<file path="config.mk">
export PLATFORM = sky130hd
export DESIGN_NAME = alarm_kontrol
export DESIGN_NICKNAME = d
export VERILOG_FILES = /design/src/rtl/alarm_kontrol.sv
export SDC_FILE = /design/constraint.sdc
export NUM_CORES = 1
export LEC_CHECK = 0
export BUFFER_PORTS_ARGS = -buffer_cell sky130_fd_sc_hd__buf_2
export CORE_MARGIN = 2
export CORE_UTILIZATION = 49
export DETAILED_ROUTE_END_ITERATION = 10
export PLACE_DENSITY_LB_ADDON = 0.08
export SYNTH_ARGS = -nofsm -noshare
export SYNTH_HDL_FRONTEND = slang
export SYNTH_SLANG_ARGS = --single-unit
export TNS_END_PERCENT = 30
</file>
<file path="constraint.sdc">
create_clock -name clk -period 4.8 [get_ports clk]
set_input_delay 0.48 -clock clk [delete_from_list [all_inputs] [get_ports clk]]
set_output_delay 0.48 -clock clk [all_outputs]
set_load 0.02 [all_outputs]
</file>
<file path="src/rtl/alarm_kontrol.sv">
// Smoke alarm controller: debounces the sensor level code and drives siren, lamp and
// a latched alarm flag through a NORMAL/UYARI/ALARM/SUSTUR state machine.
module alarm_kontrol #(
   parameter int FILTRE_CEVRIM    = 4,
   parameter int YANIP_SONME_YARI = 8,
   parameter int SUSTURMA_CEVRIM  = 32
) (
   input  logic       clk,
   input  logic       rst,
   input  logic [1:0] seviye,
   input  logic       onay,
   output logic [1:0] durum,
   output logic       siren,
   output logic       lamba,
   output logic       alarm_kilit
);

   typedef enum logic [1:0] {
      NORMAL = 2'b00,
      UYARI  = 2'b01,
      ALARM  = 2'b10,
      SUSTUR = 2'b11
   } durum_t;

   localparam int FW = $clog2(FILTRE_CEVRIM + 1);
   localparam int BW = (YANIP_SONME_YARI > 1) ? $clog2(YANIP_SONME_YARI) : 1;
   localparam int SW = (SUSTURMA_CEVRIM > 1) ? $clog2(SUSTURMA_CEVRIM) : 1;

   localparam logic [FW-1:0] FILTRE_SON = FW'(FILTRE_CEVRIM);
   localparam logic [BW-1:0] YANIP_SON  = BW'(YANIP_SONME_YARI - 1);
   localparam logic [SW-1:0] SUSTUR_SON = SW'(SUSTURMA_CEVRIM - 1);

   logic [1:0]    r_seviyeF;
   logic [1:0]    r_oncekiOrnek;
   logic [FW-1:0] r_filtreSay;
   logic [FW-1:0] w_yeniSay;

   durum_t        r_durum;
   durum_t        w_sonraki;
   logic          w_giris;
   logic [SW-1:0] r_susturSay;
   logic [BW-1:0] r_yanipSay;
   logic          r_faz;
   logic          r_kilit;

   // A run only continues while the count is live and the sample repeats the previous one.
   assign w_yeniSay = ((r_filtreSay != '0) && (seviye == r_oncekiOrnek))
                      ? r_filtreSay + FW'(1) : FW'(1);

   always_ff @(posedge clk) begin
      if (rst) begin
         r_seviyeF     <= 2'b00;
         r_oncekiOrnek <= 2'b00;
         r_filtreSay   <= '0;
      end else begin
         r_oncekiOrnek <= seviye;
         if (seviye == r_seviyeF) begin
            r_filtreSay <= '0;
         end else if (w_yeniSay == FILTRE_SON) begin
            r_seviyeF   <= seviye;
            r_filtreSay <= '0;
         end else begin
            r_filtreSay <= w_yeniSay;
         end
      end
   end

   // ALARM is sticky; SUSTUR checks critical smoke every cycle, other levels only at expiry.
   always_comb begin
      w_sonraki = r_durum;
      case (r_durum)
         NORMAL: begin
            if (r_seviyeF == 2'b01)     w_sonraki = UYARI;
            else if (r_seviyeF[1])      w_sonraki = ALARM;
         end
         UYARI: begin
            if (r_seviyeF == 2'b00)     w_sonraki = NORMAL;
            else if (r_seviyeF[1])      w_sonraki = ALARM;
         end
         ALARM: begin
            if (onay && (r_seviyeF != 2'b11)) w_sonraki = SUSTUR;
         end
         SUSTUR: begin
            if (r_seviyeF == 2'b11) begin
               w_sonraki = ALARM;
            end else if (r_susturSay == '0) begin
               if (r_seviyeF[1])              w_sonraki = ALARM;
               else if (r_seviyeF == 2'b01)   w_sonraki = UYARI;
               else                           w_sonraki = NORMAL;
            end
         end
         default: w_sonraki = NORMAL;
      endcase
   end

   assign w_giris = (w_sonraki != r_durum);

   always_ff @(posedge clk) begin
      if (rst) begin
         r_durum     <= NORMAL;
         r_susturSay <= '0;
         r_yanipSay  <= '0;
         r_faz       <= 1'b0;
         r_kilit     <= 1'b0;
      end else begin
         r_durum <= w_sonraki;
         if (w_giris) begin
            r_yanipSay <= '0;
            r_faz      <= 1'b1;
         end else if (r_yanipSay == YANIP_SON) begin
            r_yanipSay <= '0;
            r_faz      <= ~r_faz;
         end else begin
            r_yanipSay <= r_yanipSay + BW'(1);
         end
         if (w_giris && (w_sonraki == SUSTUR)) begin
            r_susturSay <= SUSTUR_SON;
         end else if (r_susturSay != '0) begin
            r_susturSay <= r_susturSay - SW'(1);
         end
         if (w_giris && (w_sonraki == ALARM)) begin
            r_kilit <= 1'b1;
         end else if (w_giris && (w_sonraki == NORMAL)) begin
            r_kilit <= 1'b0;
         end
      end
   end

   assign durum       = r_durum;
   assign siren       = (r_durum == ALARM);
   assign alarm_kilit = r_kilit;

   always_comb begin
      lamba = 1'b0;
      case (r_durum)
         ALARM:         lamba = 1'b1;
         UYARI, SUSTUR: lamba = r_faz;
         default:       lamba = 1'b0;
      endcase
   end

endmodule

</file>
==> summary.txt <==
Routing
  – Routed len/inst: 11.7 um
  – Antenna Nets Post-Route: 0
  – Vias: roughly 700
  – Final WL: 1.56 mm
  – Drt drc: 0
  – Drt via density: 5.17
  – 1st-pass router iterations: 4
  – Initial DRC Count: 11

Clocking
  – Hold buffers post-CTS: 0
  – Post-CTS Setup Inserts: 0
  – Post-CTS sizing: 0
  – CTS buffer count: 3
  – Latest clock arrival within the worst-skew pair: 0.30 ns
  – TritonCTS clock tree: done
  – Root Buffer: clkbuf_4
  – # clock sinks: 19
  – CTS H-tree lvls: 1
  – Clk slew on worst S/H paths: 0.11 ns
  – Clock buffer depth: 2

Worst hold path
  – Min-delay worst type: reg2reg
  – HP Start: r_yanipSay[0]
  – Destination of the worst hold path: r_yanipSay[0]
  – Hold depth: 1

Timing
  – Fin. Hold Viols: 0
  – Setup WS post-layout: between 2 and 3 ns
  – Worst Skew: 0.00111 ns
  – Min Tclk post-route: between 1.5 and 2 ns
  – Post-route clock period utilization: 39.4%
  – Setup TNS: 0 ns
  – Highest Clock Rate: 529 MHz
  – Slew headroom: approximately three fifths
  – Setup violators final: 0
  – Final Max Tran Viols: 0
  – Unrepaired setup endpoints after global routing: no
  – Slew of the pin with the lowest slew margin: 0.608 ns

Floorplan
  – Total core area: 1760 um2
  – I/O Pins: 10
  – Die footprint: 2300 um2
  – Row count: 15
  – Die Width: around 48 um
  – Starting Density: between 50% and 60%
  – DIE HEIGHT: 48.0 um

Finish
  – Diode count: 0
  – Layout cells sized above 1: 15.7%
  – Commonest non-fill, non-tap cell in the layout: dfxtp_1
  – Final #Nets: 120
  – Util after Layout: 58.4%
  – Commonest cells after routing, fill and taps aside: dfxtp_1 (19), buf_2 (9), nor2b_1 (8), a21oi_1 (8), inv_1 (7)
  – Area Overhead vs Synth: 8.71%

GRT
  – Largest net degree at the start of global routing: 16
  – GRT Overall Usage: 16.3%
  – First-pass GRT wire length: 2.52 mm
  – Vias in the first global route: 601
  – Total global routing overflow: 0
  – Initial antenna violation count: 0

Critical path
  – CP Capture Type: register
  – Crit path kind: reg2reg
  – Worst r2r dst: r_yanipSay[2]
  – Worst-case reg-to-reg path depth: 6
  – Crit Path Max Fanout: 9
  – Critical R2R Launch: r_susturSay[0]
  – WP data required: 5.00 ns
  – Critical Path AT: 2.09 ns
  – R2r setup slk: ~2.9 ns
  – Worst setup SP type: register

Placed design
  – Post-DP HPWL: 1.19 mm
  – Setup WS pre-CTS: 2.93 ns
  – IO Port Bufs: 9
  – Routability cong.: 0.773

Synthesis
  – Syn_nets: 109
  – Register area share after synthesis: ~40%
  – Post-Syn Area: 948 um2
  – Ys async rst share: 0%
  – Synth warnings: 0
  – Count of cell types in the netlist: 33
  – Dominant synthesized flop cell: dfxtp_1
  – EDFF count, synth: 0
  – Avg Cell Area, Syn: a little under 10 um2
  – Gate count after technology mapping: 98
  – Yosys reg bits: 19

Pwr
  – Final Power: 396 uW
  – Peak supply drop: 0.238 mV
  – Leak: 0.469 nW
  – PwrDens: 384 nW/um2

Flow run
  – Maxcap violations: 0

Status
  – Status: finished clean
[kinds of logic (layout without fill, tap and decap cells)]
group,after synthesis,in the layout,share of synthesized area [%]
multiplexers,3,3,3.43
AND/OR/NAND/NOR,31,31,19.0
XOR/XNOR,9,9,8.31
flip-flops,19,19,40.1
adder cells (fa/ha/maj),6,6,7.92
buffers and inverters,10,20,5.01
AO/OA/AOI/OAI,20,20,16.2
[stage by stage]
| stage | hold WS, ns | cell area (um2) | instances |
|---|---|---|---|
| after floorplan | 0.398 | 948 | 98 |
| after global placement | 0.413 | 1000 | 129 |
| after detailed placement | 0.422 | 1000 | 129 |
| after CTS | 0.438 | 1030 | 133 |
| after global routing | 0.462 | 1030 | 133 |
| final | 0.432 | 1030 | 133 |
[power by group]
part,switching (mW),internal (mW),leakage (nW),total [mW]
logic,0.0682,0.0531,0.295,0.121
clock network,0.0495,0.0310,0.0177,0.0805
registers,0.0151,0.179,0.156,0.194
total,0.133,0.263,0.469,0.396
[metal layers]
metal	up-vias	global-route usage, %	wire length [um]
met5	-	0	0
met4	0	4.86	15
met3	2	6.79	70
met2	11	26.1	749
met1	312	20.0	726
li1	362	-	-
[how the worst max path moves through the flow]
stage / startpoint / endpoint / slack, ns / depth (start not counted)
after floorplan: durum[1] / r_yanipSay[0] / 3.00 / 4
after global placement: r_susturSay[0] / alarm_kilit / 2.96 / 6
after detailed placement: r_susturSay[0] / alarm_kilit / 2.93 / 6
after CTS: durum[1] / lamba / 2.88 / 3
after global routing: r_susturSay[0] / r_yanipSay[2] / 2.79 / 6
final: r_susturSay[0] / r_yanipSay[2] / 2.91 / 6
[critical path, cell delays in order, from the launching register on]
cell      delay (ns)
dfxtp_1         0.35
inv_1           0.08
ha_1            0.16
or4b_1          0.64
o211ai_1        0.23
a211oi_1        0.14
and2_1          0.20
[layout make-up]
class	instances	area, um2
clock buffer	3	22.5
clock inverter	1	5.00
fill	174	733
inverter	7	26.3
multi-input combinational	69	520
sequential	19	380
tap	25	31.3
timing repair buffer	9	45.0
[state kept, by name (all words and copies together), names as in the netlist]
signal / cells
r_yanipSay: 3
alarm_kilit: 1
r_faz: 1
durum: 2
r_seviyeF: 2
r_filtreSay: 3
r_oncekiOrnek: 2
r_susturSay: 5
[Yosys cell counts (all sizes together), types with 2 or more instances]
cell type,number,area (um2)
a21oi,8,40.0
inv,7,26.3
nor3,3,15.0
xor2,6,52.6
xnor2,3,26.3
nor2,5,18.8
nand2,4,15.0
o21ai,2,10.0
buf,3,21.3
mux2,2,22.5
ha,6,75.1
dfxtp,19,380
a2111oi,2,36.3
nor2b,8,50.1
and2,3,18.8
a21o,2,15.0
Note: power is estimated with default switching activity, not from simulation.
